### src/rtl/rsa_pkg.sv
// Shared types for the RSA modular-exponentiation core: FSM states,
// Montgomery operand selects and the accumulator width helper.
package rsa_pkg;

  // Top-level sequencer states. SKIP is only reachable when the core is
  // built with leading-zero skipping.
  typedef enum logic [3:0] {
    IDLE,
    CHECK,
    SKIP,
    TO_MONT,
    INIT_ACC,
    SQR,
    MUL,
    FROM_MONT,
    DONE
  } state_e;

  // Montgomery operand sources. SEL_ACC is the multiplier's own last result,
  // which is the running accumulator A. SEL_R2 feeds the host-supplied
  // R^2 mod n into the domain-conversion steps.
  typedef enum logic [2:0] {
    SEL_M,
    SEL_ONE,
    SEL_ACC,
    SEL_MM,
    SEL_R2
  } sel_e;

  // Two guard bits keep acc + b + n (< 4n) from overflowing.
  localparam int unsigned ACC_GUARD = 2;

  function automatic int unsigned acc_width(input int unsigned k);
    return k + ACC_GUARD;
  endfunction

endpackage

### src/rtl/mont_mul_r2.sv
// Bit-serial radix-2 Montgomery multiplier: p = a*b*2^-K mod n, fully
// reduced. One issue cycle (start), K iterations, one final subtract;
// done pulses for one cycle with p valid, K+2 cycles after start.
// Operands must be < n, n odd.
module mont_mul_r2
  import rsa_pkg::*;
#(
  parameter int K = 12
) (
  input  logic         clk,
  input  logic         rst,
  input  logic         start,
  input  logic [K-1:0] a,
  input  logic [K-1:0] b,
  input  logic [K-1:0] n,
  output logic         done,
  output logic [K-1:0] p
);

  localparam int AW   = acc_width(K);
  localparam int LOGK = $clog2(K + 1);

  logic [K-1:0]    a_sh;
  logic [K-1:0]    b_r;
  logic [K-1:0]    n_r;
  logic [AW-1:0]   acc;
  logic [AW-1:0]   t_add;
  logic [AW-1:0]   t_red;
  logic [LOGK-1:0] cnt;
  logic            run;
  logic            fin;

  // One iteration: add a_i*b, add n if odd so the low bit clears, halve.
  always_comb begin
    t_add = acc + (a_sh[0] ? AW'(b_r) : '0);
    t_red = t_add + (t_add[0] ? AW'(n_r) : '0);
  end

  // Issue / iterate / final-subtract sequencing.
  always_ff @(posedge clk) begin
    if (rst) begin
      a_sh <= '0;
      b_r  <= '0;
      n_r  <= '0;
      acc  <= '0;
      cnt  <= '0;
      run  <= 1'b0;
      fin  <= 1'b0;
      done <= 1'b0;
      p    <= '0;
    end else begin
      done <= 1'b0;
      if (start) begin
        a_sh <= a;
        b_r  <= b;
        n_r  <= n;
        acc  <= '0;
        cnt  <= '0;
        run  <= 1'b1;
        fin  <= 1'b0;
      end else if (run) begin
        acc  <= t_red >> 1;
        a_sh <= a_sh >> 1;
        cnt  <= cnt + 1'b1;
        if (cnt == LOGK'(K - 1)) begin
          run <= 1'b0;
          fin <= 1'b1;
        end
      end else if (fin) begin
        fin  <= 1'b0;
        done <= 1'b1;
        if (acc >= AW'(n_r)) p <= K'(acc - AW'(n_r));
        else                 p <= K'(acc);
      end
    end
  end

endmodule

### src/rtl/rsa_modexp_core.sv
// RSA modular exponentiation: data_out = data_in^exp_in mod mod_n using
// left-to-right square-and-multiply over a Montgomery multiplier.
// Key material (n, exponent, R^2 mod n) arrives with each request.
// Optional build macro RSA_LZ_SKIP_EN: skip leading-zero exponent bits
// (default off keeps square count independent of the exponent value).
module rsa_modexp_core
  import rsa_pkg::*;
#(
  parameter int K     = 12,
  parameter int EXP_W = 12
) (
  input  logic             clk,
  input  logic             rst,
  input  logic             in_valid,
  output logic             in_ready,
  input  logic [K-1:0]     data_in,
  input  logic [K-1:0]     mod_n,
  input  logic [EXP_W-1:0] exp_in,
  input  logic [K-1:0]     r2_mod,
  output logic             out_valid,
  input  logic             out_ready,
  output logic [K-1:0]     data_out,
  output logic             err,
  output logic             busy
);

  localparam int IW = (EXP_W > 1) ? $clog2(EXP_W) : 1;

  state_e           state, nxt;
  logic [K-1:0]     m_r, n_r, r2_r, mm_r;
  logic [EXP_W-1:0] e_r;
  logic [IW-1:0]    idx, idx_start;
  logic             bad;

  logic             start, done;
  logic [K-1:0]     p, op_a, op_b;
  sel_e             sel_a, sel_b;
  logic             load_mm, idx_init, idx_dec, set_ok, set_bad;

`ifdef RSA_LZ_SKIP_EN
  function automatic logic [IW-1:0] msb_pos(input logic [EXP_W-1:0] e);
    msb_pos = '0;
    for (int i = 0; i < EXP_W; i++)
      if (e[i]) msb_pos = IW'(i);
  endfunction
  assign idx_start = msb_pos(e_r);
`else
  assign idx_start = IW'(EXP_W - 1);
`endif

  assign bad      = !n_r[0] || (n_r < K'(3)) || (m_r >= n_r);
  assign in_ready = (state == IDLE);
  assign busy     = (state != IDLE);

  // Operand muxes; sampled by the multiplier only on the start cycle.
  always_comb begin
    case (sel_a)
      SEL_M:   op_a = m_r;
      SEL_ONE: op_a = K'(1);
      SEL_MM:  op_a = mm_r;
      SEL_R2:  op_a = r2_r;
      default: op_a = p;
    endcase
    case (sel_b)
      SEL_M:   op_b = m_r;
      SEL_ONE: op_b = K'(1);
      SEL_MM:  op_b = mm_r;
      SEL_R2:  op_b = r2_r;
      default: op_b = p;
    endcase
  end

  mont_mul_r2 #(.K(K)) u_mont (
    .clk   (clk),
    .rst   (rst),
    .start (start),
    .a     (op_a),
    .b     (op_b),
    .n     (n_r),
    .done  (done),
    .p     (p)
  );

  // State register.
  always_ff @(posedge clk) begin
    if (rst) state <= IDLE;
    else     state <= nxt;
  end

  // Next state; each op launches in the same cycle the previous one reports
  // done, so back-to-back ops cost exactly K+2 cycles.
  always_comb begin
    nxt      = state;
    start    = 1'b0;
    sel_a    = SEL_ACC;
    sel_b    = SEL_ACC;
    load_mm  = 1'b0;
    idx_init = 1'b0;
    idx_dec  = 1'b0;
    set_ok   = 1'b0;
    set_bad  = 1'b0;
    case (state)
      IDLE: if (in_valid) nxt = CHECK;
      CHECK: begin
        if (bad) begin
          nxt     = DONE;
          set_bad = 1'b1;
        end else begin
`ifdef RSA_LZ_SKIP_EN
          nxt = SKIP;
`else
          nxt      = TO_MONT;
          start    = 1'b1;
          sel_a    = SEL_M;
          sel_b    = SEL_R2;
          idx_init = 1'b1;
`endif
        end
      end
`ifdef RSA_LZ_SKIP_EN
      SKIP: begin
        nxt      = TO_MONT;
        start    = 1'b1;
        sel_a    = SEL_M;
        sel_b    = SEL_R2;
        idx_init = 1'b1;
      end
`endif
      TO_MONT: if (done) begin
        nxt     = INIT_ACC;
        start   = 1'b1;
        sel_a   = SEL_ONE;
        sel_b   = SEL_R2;
        load_mm = 1'b1;
      end
      INIT_ACC: if (done) begin
        start = 1'b1;
`ifdef RSA_LZ_SKIP_EN
        // A = R here, so squaring at the top bit is a no-op: go straight
        // to the multiply, or to FROM_MONT when there are no set bits.
        if (e_r == '0) begin
          nxt   = FROM_MONT;
          sel_b = SEL_ONE;
        end else begin
          nxt   = MUL;
          sel_b = SEL_MM;
        end
`else
        nxt = SQR;
`endif
      end
      SQR: if (done) begin
        start = 1'b1;
        if (e_r[idx]) begin
          nxt   = MUL;
          sel_b = SEL_MM;
        end else if (idx == '0) begin
          nxt   = FROM_MONT;
          sel_b = SEL_ONE;
        end else begin
          nxt     = SQR;
          idx_dec = 1'b1;
        end
      end
      MUL: if (done) begin
        start = 1'b1;
        if (idx == '0) begin
          nxt   = FROM_MONT;
          sel_b = SEL_ONE;
        end else begin
          nxt     = SQR;
          idx_dec = 1'b1;
        end
      end
      FROM_MONT: if (done) begin
        nxt    = DONE;
        set_ok = 1'b1;
      end
      DONE: if (out_valid && out_ready) nxt = IDLE;
      default: nxt = IDLE;
    endcase
  end

  // Request capture, Mm storage and exponent bit index.
  always_ff @(posedge clk) begin
    if (rst) begin
      m_r  <= '0;
      n_r  <= '0;
      r2_r <= '0;
      e_r  <= '0;
      mm_r <= '0;
      idx  <= '0;
    end else begin
      if (state == IDLE && in_valid) begin
        m_r  <= data_in;
        n_r  <= mod_n;
        r2_r <= r2_mod;
        e_r  <= exp_in;
      end
      if (load_mm)       mm_r <= p;
      if (idx_init)      idx  <= idx_start;
      else if (idx_dec)  idx  <= idx - 1'b1;
    end
  end

  // Result registers; out_valid rises one cycle into DONE and only falls
  // on the handshake.
  always_ff @(posedge clk) begin
    if (rst) begin
      out_valid <= 1'b0;
      data_out  <= '0;
      err       <= 1'b0;
    end else begin
      if (set_bad) begin
        data_out <= '0;
        err      <= 1'b1;
      end else if (set_ok) begin
        data_out <= p;
        err      <= 1'b0;
      end
      if (state == DONE && !out_valid)  out_valid <= 1'b1;
      else if (out_valid && out_ready)  out_valid <= 1'b0;
    end
  end

endmodule
### config.mk
export PLATFORM = sky130hd
export DESIGN_NAME = rsa_modexp_core
export DESIGN_NICKNAME = d
export VERILOG_FILES = /design/src/rtl/rsa_pkg.sv /design/src/rtl/mont_mul_r2.sv /design/src/rtl/rsa_modexp_core.sv
export SDC_FILE = /design/constraint.sdc
export NUM_CORES = 1
export LEC_CHECK = 0
export CORE_MARGIN = 1.5
export CORE_UTILIZATION = 60
export CTS_CLUSTER_DIAMETER = 120
export DETAILED_ROUTE_END_ITERATION = 8
export PLACE_DENSITY = 0.82
export SYNTH_ARGS = -nofsm -noshare
export SYNTH_HDL_FRONTEND = slang
export SYNTH_SLANG_ARGS = --single-unit
### constraint.sdc
create_clock -name clk -period 4.89 [get_ports clk]
set_input_delay 0.978 -clock clk [delete_from_list [all_inputs] [get_ports clk]]
set_output_delay 0.978 -clock clk [all_outputs]
set_load 0.02 [all_outputs]
Word-level counts from Yosys, hierarchy flattened. Index checks and enable logic that the tools add are counted. Widths: inputs -> output; s select.

Word-level logic and storage cells: 129. Memory bits (read-only): 0. Memory bits (writable): 0. Latch bits: 0. Output and inout port bits: 16. Input port bits: 52. Memories: 0. Flip-flop bits (word level): 150.

Divide/modulo/power cells: 0. $lt $le $gt $ge: 4. Reductions and logical operators: 24. Bitwise gates (word level): 2. Muxes and demuxes: 53. Shift-type cells: 0. Eq/ne operators: 21. $mul: 0. Add/subtract/negate cells: 5.

Operator list (count): $pmux 12 s4 (2); $mux 12 (5); $mux 4 (10); $pmux 4 s8 (1); $mux 1 (20); $eq 4x3->1 const B (4); $add 13x12->14 (1); $add 14x14->14 (1); $mux 2 (7); $ge 13x12->1 (1); $ge 12x12->1 (1); $lt 12x2->1 const B (1); $pmux 3 s4 (1); $sub 12x12->12 (1); $ne 2x1->1 const B (5); $mux 3 (3); $eq 4x4->1 const B (2); $logic_not 4->1 (2); $reduce_bool 2->1 (4); $reduce_and 7->1 (1); $logic_not 3->1 (2); $reduce_or 2->1 (3); $reduce_or 3->1 (2); $lt 4x5->1 const B (1); 21 further kinds (28).

Depth between registers and ports, before layout. Gate-level depths: netlist of run 1.

Depth in word-level cells: 8. Gate-level depth with buffers: 17. Gate-level depth less buffers: 16.

Hierarchy. From an unflattened synthesis of run 1, not the netlist that was laid out.

Cells, all modules: 1064. Area, all modules: 8553.2 um2.

By module, submodules not included: mont_mul_r2 (cells each 530, area an instance 4518.1 um2, sequential area each 1361.3 um2, instances 1); rsa_modexp_core (cells each 534, area an instance 4035.1 um2, sequential area each 1641.6 um2, instances 1).

Least setup slack after synthesis of run 1. OpenSTA, ideal clock, no wires.

Kind: flip-flop to flip-flop. Start: reg u_mont.a_sh[0]. End: reg u_mont.acc[11]. Data required time: 4803 ps. Setup slack: 1626 ps. Setup time: 87 ps. Stages on the path, launching flop included: 17. Path buffers: 1. Clock period less this slack: 3264 ps. Arrival: 3177 ps. Cell sequence: dfxtp_1 clkbuf_1 and2_1 ha_1 o21ai_0 nor2_1 o41a_1 a41o_1 nor2_1 xnor2_1 ha_1 nand3_1 o311ai_1 a21o_1 a21oi_1 xor2_1 o31ai_1.

Cells in the longest elaborated chain, start to end: 4.

RTL lines: start: declaration (RTL line mont_mul_r2.sv:23) `logic [K-1:0] a_sh;`; start signal: assignment (RTL line mont_mul_r2.sv:63) `a_sh <= a_sh >> 1;`; $mux 12 (*) (RTL line mont_mul_r2.sv:35) `t_add = acc + (a_sh[0] ? AW'(b_r) : '0);`; $add 13x12->14 (*) (RTL line mont_mul_r2.sv:35); $mux 12 (RTL line mont_mul_r2.sv:36) `t_red = t_add + (t_add[0] ? AW'(n_r) : '0);`; $add 14x14->14 (*) (RTL line mont_mul_r2.sv:36); end signal: assignment (RTL line mont_mul_r2.sv:62) `acc <= t_red >> 1;`; end: declaration (RTL line mont_mul_r2.sv:26) `logic [AW-1:0] acc;`.

Every way passes the cells marked *; elsewhere a longest branch is shown, timed or not. A chain may end at the register's enable or synchronous reset.

Final worst setup path of run 1. Same ends and word-level chain as after synthesis.

==> impl_metrics.json, run 1 <==
{
  "status": "completed",
  "layout-drive-gt1-share_pct": 5.71,
  "synth_area_leaders": "dfxtp_1 (36%), nand2_1 (8.6%), a21oi_1 (7.4%), ha_1 (7.4%), mux2i_1 (5.2%)",
  "antenna_found_initial": 0,
  "area_delta_synth_final_pct": 16.1,
  "cts_buffer_depth": 2,
  "synth_seq_cells": 150,
  "pwr_density_cell_nw_per_um2": 373,
  "first_global_vias": 6924,
  "initial_utilization_pct": 62.2,
  "clock_latency_ns": 0.42,
  "coreArea_um2": 13300,
  "setup-tns-final_ns": 0,
  "cp_max_fo": 13,
  "fp.dieW_um": 121,
  "port_buffers": 67,
  "grt_pass1_wl_mm": 33.6,
  "wl_mm": 20.4,
  "end_kind": "flip-flop",
  "cts_tree": "done",
  "max_slew_margin_pct": 33.2,
  "syn_nets": 1139,
  "finalCritPeriodShare_pct": 75.8,
  "wl_per_cell_um": 16.2,
  "hold_path.class": "reg -> reg",
  "grt_max_degree": 72,
  "cp_slowest_cell": "dfxtp_1",
  "drcViolationCount": 0,
  "htreeDepth": 4,
  "utilization_pct": 72.2,
  "clock_sinks": 150,
  "postCtsSetupBuffers": 0,
  "place_hpwl_mm": 14.8,
  "synth_top_area_share_pct": 36.2,
  "synth_edf_count": 0,
  "cts_made_buffers": 17,
  "critPathMaxStageDelay_ns": 0.48,
  "hold_violations": 0,
  "report.final.slew_viol_count": 0,
  "yosysUniqueCellTypes": 72,
  "die_h_um": 121,
  "setup_viol": 0,
  "clock.fmax_ghz": 0.270,
  "yosys_warnings": 0,
  "first_pass_iters": 5,
  "synthArstFlopShare_pct": 0,
  "start_kind": "flip-flop",
  "min_period_ns": 3.71,
  "worstMarginPinSlew_ns": 1.00,
  "drtAntennaViolNets": 0,
  "ys.flop_type": "dfxtp_1",
  "place_area_um2": 9020,
  "via_per_inst": 5.85,
  "seq_area_frac_synth_pct": 36.2,
  "synth_cells": 1035,
  "crit_type": "reg -> reg",
  "fin_worst_skew_ns": 0.00744,
  "rsz0062_at_grt": "false",
  "postCtsHoldBufs": 0,
  "p_leak_nw": 3.74,
  "synthesis.area_um2": 8300,
  "vdd_drop_max_mv": 0.310,
  "vias": 7386,
  "cp.required_ns": 5.21,
  "place.gp.congestion": 0.915,
  "ios": 68,
  "drt_iter0_drc": 631,
  "root_buffer": "clkbuf_16",
  "die_area_um2": 14600,
  "cp.arrival_ns": 4.03,
  "grt_usage_pct": 29.1,
  "n_antenna_cell": 0,
  "num-fill-cells": 1099,
  "rows": 42,
  "cts_resized": 0,
  "path_cells": "and2_1 > ha_1 > a211oi_1 > nor2_1 > o41a_1 > a41o_1 > nor2_1 > xnor2_1 > ha_1 > nand3_1 > o311ai_1 > a21o_1 > a21oi_1 > xor2_1 > o31ai_1",
  "path_buf_inv": 0,
  "whs_ns": 0.454,
  "fin_area_um2": 9640,
  "path_clk_slew_ns": 0.06,
  "yosysTopAreaCell": "dfxtp_1",
  "grt_overflow": 0,
  "crit_family": "compound AO/OA/AOI/OAI gates",
  "nets": 1177,
  "syn-mean-instance-area_um2": 8.02,
  "drv_cap": 0
}
## path summary, 6_finish.rpt
path	startpoint	to	slack [ns]	cells past startpoint
min	data_out[3]	data_out[3]	0.45	2
max reg2reg	u_mont.a_sh[0]	u_mont.acc[11]	1.18	15
max	u_mont.a_sh[0]	u_mont.acc[11]	1.18	15
min reg2reg	data_out[3]	data_out[3]	0.45	2
## per-layer routing
layer,part of all wire (%),global-route usage (%)
met5,0,0
met4,3.1,12.1
met3,5.2,5.71
met2,47,46.1
met1,45,38.8
## cells by family (layout without fill, tap and decap cells)
logic type / after synthesis / after routing / synth area share, %
mux: 49 / 49 / 6.59
flops: 150 / 150 / 36.2
simple gates: 403 / 403 / 21.8
compound gates: 244 / 244 / 18.9
buf+inv: 103 / 154 / 4.85
fa+ha+maj: 52 / 52 / 8.11
xor+xnor: 34 / 34 / 3.59
## cell type report
cell class	count	area (um^2)	area share [%]
multi-input cells	782	4900	50.8
inverters	48	180	1.87
flip-flops and latches	150	3000	31.2
well taps	176	220	2.28
clock buffers	19	443	4.60
clock inverters	13	171	1.78
repair buffers	74	721	7.48
## worst reg2reg max path: stages, from the launching register on
cell	delay (ns)
dfxtp_1	0.48
and2_1	0.23
ha_1	0.26
a211oi_1	0.26
nor2_1	0.11
o41a_1	0.35
a41o_1	0.28
nor2_1	0.12
xnor2_1	0.08
ha_1	0.36
nand3_1	0.10
o311ai_1	0.37
a21o_1	0.19
a21oi_1	0.07
xor2_1	0.15
o31ai_1	0.21
## synth_stat cells (all sizes together) (8+ instances only)
library cell,n
clkbuf,45
xor2,11
dfxtp,150
nand2,191
nor2b,8
ha,49
and2,28
a2bb2oi,10
mux2i,44
nor2,89
a211oi,28
o221ai,12
a21oi,123
xnor2,23
nor3,13
nand2b,12
o21a,8
nand3,23
o21ai,16
inv,47
buf,10
a21o,10
## sequential cells by signal, indices dropped and copies added, names as in the netlist
| signal | count |
|---|---|
| u_mont.acc | 13 |
| data_out | 12 |
| e_r | 12 |
| m_r | 12 |
| mm_r | 12 |
| n_r | 12 |
| r2_r | 12 |
| u_mont.a_sh | 12 |
| u_mont.b_r | 12 |
| u_mont.n_r | 12 |
| u_mont.p | 12 |
| idx | 4 |
| state | 4 |
| u_mont.cnt | 4 |
| err | 1 |
| out_valid | 1 |
| u_mont.done | 1 |
| u_mont.fin | 1 |
| u_mont.run | 1 |
## stage by stage
| stage | instances | setup slack (ns) | power (W) |
|---|---|---|---|
| 2_1_floorplan | 1035 | 1.63 | 0.00202 |
| 3_3_place_gp | 1230 | 1.36 | 0.00223 |
| 3_5_place_dp | 1230 | 1.25 | 0.00225 |
| 4_1_cts | 1262 | 1.20 | 0.00360 |
| 5_1_grt | 1262 | 0.843 | 0.00378 |
| 6_report | 1262 | 1.18 | 0.00359 |
## report_power, final
group	internal [W]	switching, W	total, W
clock network	0.000824	0.000539	0.00136
registers	0.00133	0.000103	0.00143
logic	0.000321	0.000479	0.000801
total	0.00247	0.00112	0.00359
## cells in the final DEF (no fill, tap or decap), drive strengths merged, types with 7 or more instances in the layout
master,instances
buf,8
mux2i,44
nor2,89
a21oi,123
or2,7
a2bb2oi,10
xnor2,23
nand3,23
o221ai,12
xor2,11
dfxtp,150
nand2,191
nor3,13
o21a,8
a211oi,28
a21o,10
inv,50
nor4,7
nand2b,12
clkdlybuf4s50,66
clkinv,7
clkbuf,19
and2,28
o21ai,16
nor2b,8
ha,49
Power figures use the tool's default switching activity.
==> inputs of run 2 (changes only) <==
--- a/config.mk
+++ b/config.mk
@@ -6,10 +6,10 @@
 export NUM_CORES = 1
 export LEC_CHECK = 0
 export CORE_MARGIN = 1.5
-export CORE_UTILIZATION = 60
+export CORE_UTILIZATION = 59
 export CTS_CLUSTER_DIAMETER = 120
 export DETAILED_ROUTE_END_ITERATION = 8
-export PLACE_DENSITY = 0.82
+export PLACE_DENSITY = 0.81
 export SYNTH_ARGS = -nofsm -noshare
 export SYNTH_HDL_FRONTEND = slang
 export SYNTH_SLANG_ARGS = --single-unit
==> constraint.sdc (replaced) <==
create_clock -name clk -period 3.85 [get_ports clk]
set_input_delay 0.77 -clock clk [delete_from_list [all_inputs] [get_ports clk]]
set_output_delay 0.77 -clock clk [all_outputs]
set_load 0.02 [all_outputs]
==> run 2 against run 1 <==
Net effect:
- clock power increased by 32%
- cell area rose by 0.65%
- cell count grew 0.55%
- register-to-register slack worse by 0.96 ns
- highest routed layer unchanged
- wire length decreased by 0.37%
==> impl_metrics.json, run 2 (same netlist as run 1, synthesis figures left out) <==
{
  "wl_per_cell_um": 16.1,
  "drt_iter0_drc": 555,
  "clock_latency_ns": 0.43,
  "clock.fmax_ghz": 0.275,
  "largest_reg_flops": 13,
  "hold_path.class": "reg -> reg",
  "ios": 68,
  "clock_power_share_pct": 38.6,
  "cp_slowest_cell": "fa_1",
  "setup_viol": 0,
  "path_cells": "and2_1 > ha_1 > fa_1 > a211o_1 > o211ai_1 > a21oi_1 > a21oi_1 > xnor2_1 > ha_1 > and2_1 > o21ai_0 > o311ai_2 > a21o_1 > a21oi_1 > xor2_1 > o31ai_1",
  "nets": 1180,
  "first_pass_iters": 8,
  "pwr_density_cell_nw_per_um2": 478,
  "dp_cells": 1237,
  "drv_cap": 0,
  "critPathMaxStageDelay_ns": 0.42,
  "die_h_um": 122,
  "htreeDepth": 4,
  "cp.required_ns": 4.17,
  "crit_type": "reg -> reg",
  "crit_path_frequent_cell": "a21oi_1",
  "worst_hold_startpoint": "data_out[11]",
  "port_buffers": 67,
  "seqPwrFrac_pct": 39.2,
  "die_area_um2": 14800,
  "final_common_cell": "nand2_1",
  "grt_pass1_wl_mm": 32.9,
  "cts_made_buffers": 17,
  "p_int_w": 0.00320,
  "drcViolationCount": 0,
  "end_kind": "flip-flop",
  "worstMarginPinSlew_ns": 0.908,
  "clock_sinks": 150,
  "drtAntennaViolNets": 0,
  "p_leak_nw": 3.76,
  "initial_utilization_pct": 60.0,
  "min_period_ns": 3.63,
  "report.final.slew_viol_count": 0,
  "fp.dieW_um": 122,
  "vias": 7438,
  "grt_usage_pct": 28.4,
  "start_kind": "flip-flop",
  "layout-drive-gt1-share_pct": 6.24,
  "max_slew_margin_pct": 39.5,
  "swShare_pct": 30.9,
  "finalCritPeriodShare_pct": 94.3,
  "fin_worst_skew_ns": 0.00856,
  "setup.worst_path.start": "u_mont.a_sh[0]",
  "cp.arrival_ns": 3.95,
  "rr_startpoint": "u_mont.a_sh[0]",
  "status": "completed",
  "power_frac_comb_pct": 22.2,
  "place_hpwl_mm": 14.6,
  "grt_max_degree": 73,
  "first_global_vias": 6813,
  "final_cells": 1269,
  "rows": 43,
  "cp_max_fo": 13,
  "wl_mm": 20.4,
  "postCtsSetupBuffers": 0,
  "area_delta_synth_final_pct": 16.8,
  "place.gp.congestion": 0.958,
  "switching_power_w": 0.00143,
  "regMostFlops": "u_mont.acc",
  "vdd_drop_max_mv": 0.339,
  "grt_overflow": 0,
  "hold_violations": 0,
  "mostFrequentLayoutCells": "nand2_1 (190), dfxtp_1 (149), a21oi_1 (122)",
  "setup-tns-final_ns": 0,
  "path_clk_slew_ns": 0.06,
  "cts_tree": "done",
  "root_buffer": "clkbuf_16",
  "coreArea_um2": 13800,
  "n_antenna_cell": 0,
  "antenna_found_initial": 0,
  "via_per_inst": 5.86,
  "cts_buffer_depth": 2
}
-- run 2: changes by cell type in the layout (fill, tap and decap cells not counted), sizes merged --
cell	before	now
buf	8	11
clkbuf	19	21
clkinv	7	3
clkinvlp	1	2
inv	50	51
-- run 2: critical path, delay by kind of cell (launching register included) --
family          cells  cell delay, ns
compound gates      9            1.60
fa+ha+maj           3            0.92
flops               1            0.37
simple gates        2            0.32
xor+xnor            2            0.30
-- run 2: what timing repair did --
| action | in CTS | in global routing |
|---|---|---|
| setup endpoints to repair | 0 | 1 |
| gates resized for setup | 0 | 2 |
| hold buffers | 0 | 0 |
-- run 2: worst paths after layout --
check        depth (start not counted)             end  slack (ns)
min reg2reg                          2    data_out[11]        0.45
min                                  2    data_out[11]        0.45
max                                 16  u_mont.acc[11]        0.22
max reg2reg                         16  u_mont.acc[11]        0.22
-- run 2: metal layers --
metal | routed length (um) | track usage, % | vias up
li1 | - | - | 3677
met1 | 9240 | 38.0 | 3476
met2 | 9210 | 44.1 | 231
met3 | 1230 | 5.38 | 54
met4 | 684 | 14.1 | 0
met5 | 0 | 0 | -
-- run 2: layout make-up --
| class | instances | area, um^2 |
|---|---|---|
| Clock buffer | 21 | 480 |
| Clock inverter | 11 | 160 |
| Fill cell | 1070 | 4130 |
| Sequential cell | 150 | 3000 |
| Multi-Input combinational cell | 782 | 4910 |
| Tap cell | 180 | 225 |
| Timing Repair Buffer | 77 | 743 |
| Inverter | 48 | 180 |
-- run 2: power groups by stage --
| stage | combinational (W) | clock, W | sequential [W] |
|---|---|---|---|
| final | 0.00103 | 0.00179 | 0.00182 |
| after global routing | 0.00114 | 0.00186 | 0.00183 |
| after CTS | 0.00102 | 0.00180 | 0.00181 |
| after detailed placement | 0.00101 | 0 | 0.00185 |
| after global placement | 0.000996 | 0 | 0.00184 |
| after floorplan | 0.000774 | 0 | 0.00179 |
-- run 2: stage by stage --
step | hold WS [ns] | util (%) | cell area [um^2] | setup slack [ns] | total power, W
after floorplan | 0.425 | - | 8300 | 0.586 | 0.00256
after global placement | 0.441 | 65.5 | 9050 | 0.281 | 0.00284
after detailed placement | 0.445 | 65.5 | 9050 | 0.223 | 0.00286
after CTS | 0.454 | 70.1 | 9690 | 0.175 | 0.00464
after global routing | 0.468 | 70.2 | 9700 | -0.0832 | 0.00484
final | 0.454 | 70.2 | 9700 | 0.219 | 0.00463
==> inputs of run 3 (changes only) <==
--- a/config.mk
+++ b/config.mk
@@ -10,6 +10,7 @@
 export CTS_CLUSTER_DIAMETER = 120
 export DETAILED_ROUTE_END_ITERATION = 8
 export PLACE_DENSITY = 0.81
+export SLEW_MARGIN = 40
 export SYNTH_ARGS = -nofsm -noshare
 export SYNTH_HDL_FRONTEND = slang
 export SYNTH_SLANG_ARGS = --single-unit
==> run 3 against run 2 <==
Net effect:
- sequential power is essentially flat
- critical endpoint unchanged
- fmax rose by 0.22%
- cell count did not move
- via count down 0.69%
- core utilization is 0.082 points higher
- worst setup slack better by 0.0080 ns
- total power about the same
- highest routed layer unchanged
- flip-flop and latch count unchanged
==> impl_metrics.json, run 3 (same netlist as run 1, synthesis figures left out) <==
{
  "fin_area_um2": 9710,
  "pwr_density_cell_nw_per_um2": 477,
  "vias": 7387,
  "final_common_cell": "nand2_1",
  "postCtsHoldBufs": 0,
  "hold_path.class": "reg -> reg",
  "coreArea_um2": 13800,
  "p_leak_nw": 3.77,
  "drt_iter0_drc": 501,
  "place.gp.congestion": 0.958,
  "cts_buffer_depth": 2,
  "nets": 1180,
  "rows": 43,
  "cp.required_ns": 4.17,
  "crit_path_frequent_cell": "a21oi_1",
  "finalCritPeriodShare_pct": 94.1,
  "hold_violations": 0,
  "clock.fmax_ghz": 0.276,
  "cp.arrival_ns": 3.94,
  "via_per_inst": 5.82,
  "cts_resized": 0,
  "setup-tns-final_ns": 0,
  "place_hpwl_mm": 14.6,
  "grt_usage_pct": 28.4,
  "critPathMaxStageDelay_ns": 0.42,
  "n_antenna_cell": 0,
  "seqCellArea_um2": 3000,
  "root_buffer": "clkbuf_16",
  "vdd_drop_max_mv": 0.340,
  "mostFrequentLayoutCells": "nand2_1 (190), dfxtp_1 (149), a21oi_1 (122)",
  "dp_slack_ns": 0.223,
  "grt_max_degree": 73,
  "min_period_ns": 3.62,
  "start_kind": "flip-flop",
  "grt_overflow": 0,
  "clock_latency_ns": 0.43,
  "worstMarginPinSlew_ns": 0.774,
  "initial_utilization_pct": 60.0,
  "crit_type": "reg -> reg",
  "report.final.slew_viol_count": 0,
  "wl_mm": 20.4,
  "die_h_um": 122,
  "fin_worst_skew_ns": 0.00787,
  "wl_per_cell_um": 16.1,
  "first_global_vias": 6813,
  "num-fill-cells": 1069,
  "drtAntennaViolNets": 0,
  "crit_family": "compound AO/OA/AOI/OAI gates",
  "antenna_found_initial": 0,
  "port_buffers": 67,
  "max_slew_margin_pct": 48.2,
  "status": "completed",
  "path_cells": "and2_1 > ha_1 > fa_1 > a211o_1 > o211ai_1 > a21oi_1 > a21oi_1 > xnor2_1 > ha_1 > and2_1 > o21ai_0 > o311ai_2 > a21o_1 > a21oi_1 > xor2_1 > o31ai_1",
  "drcViolationCount": 0,
  "timing.final.ws_setup_ns": 0.227,
  "cp_slowest_cell": "fa_1",
  "cts_made_buffers": 17,
  "area_delta_synth_final_pct": 17.0,
  "path_buf_inv": 0,
  "htreeDepth": 4,
  "die_area_um2": 14800,
  "regMostFlops": "u_mont.acc",
  "fp.dieW_um": 122,
  "largest_reg_flops": 13,
  "place_area_um2": 9050,
  "end_kind": "flip-flop",
  "cp_max_fo": 13,
  "cts_tree": "done",
  "multi_input_comb_area_um2": 4920,
  "postCtsSetupBuffers": 0,
  "first_pass_iters": 6,
  "grt_pass1_wl_mm": 32.9,
  "drv_cap": 0,
  "clock_sinks": 150,
  "ios": 68,
  "path_clk_slew_ns": 0.06,
  "setup_viol": 0,
  "layout-drive-gt1-share_pct": 6.24
}
==> run 3: cell types whose count changed in the layout (fill, tap and decap cells not counted) <==
cell / before / now
a41oi_2: 1 / 0
a41oi_4: 0 / 1
==> run 3: power breakdown <==
part / switching [W] / internal [W]
Combinational: 0.000615 / 0.000415
Sequential: 0.000132 / 0.00169
Clock: 0.000689 / 0.00110
Total: 0.00144 / 0.00320
==> run 3: final cells by class <==
cell class	count	share of cell area, %
multi-input cells	782	50.6
flip-flops and latches	150	30.9
repair buffers	77	7.65
clock buffers	21	4.95
well taps	180	2.32
inverters	48	1.86
clock inverters	11	1.65
==> run 3: worst register-to-register path: cells and delay by family (launching register included) <==
family | cells | cell delay, ns
simple gates | 2 | 0.32
flops | 1 | 0.37
fa+ha+maj | 3 | 0.92
xor+xnor | 2 | 0.30
compound gates | 9 | 1.58
==> run 3: routing by layer <==
layer | GRT usage, % | part of all wire (%)
met1 | 38.0 | 45
met2 | 44.1 | 45
met3 | 5.38 | 5.9
met4 | 14.1 | 3.6
met5 | 0 | 0
==> run 3: path summary, 6_finish.rpt <==
kind | end | cells after the start | startpoint | slack (ns)
worst max-delay path | u_mont.acc[11] | 16 | u_mont.a_sh[0] | 0.23
worst min-delay path | data_out[11] | 2 | data_out[11] | 0.45
worst max register to register | u_mont.acc[11] | 16 | u_mont.a_sh[0] | 0.23
worst min register to register | data_out[11] | 2 | data_out[11] | 0.45
==> run 3: metrics by stage <==
step	hold WS [ns]	std cells	total power, W	utilization, %
6_report	0.454	1269	0.00464	70.2
3_5_place_dp	0.445	1237	0.00286	65.5
2_1_floorplan	0.425	1035	0.00256	-
3_3_place_gp	0.441	1237	0.00284	65.5
4_1_cts	0.454	1269	0.00464	70.1
5_1_grt	0.468	1269	0.00484	70.2
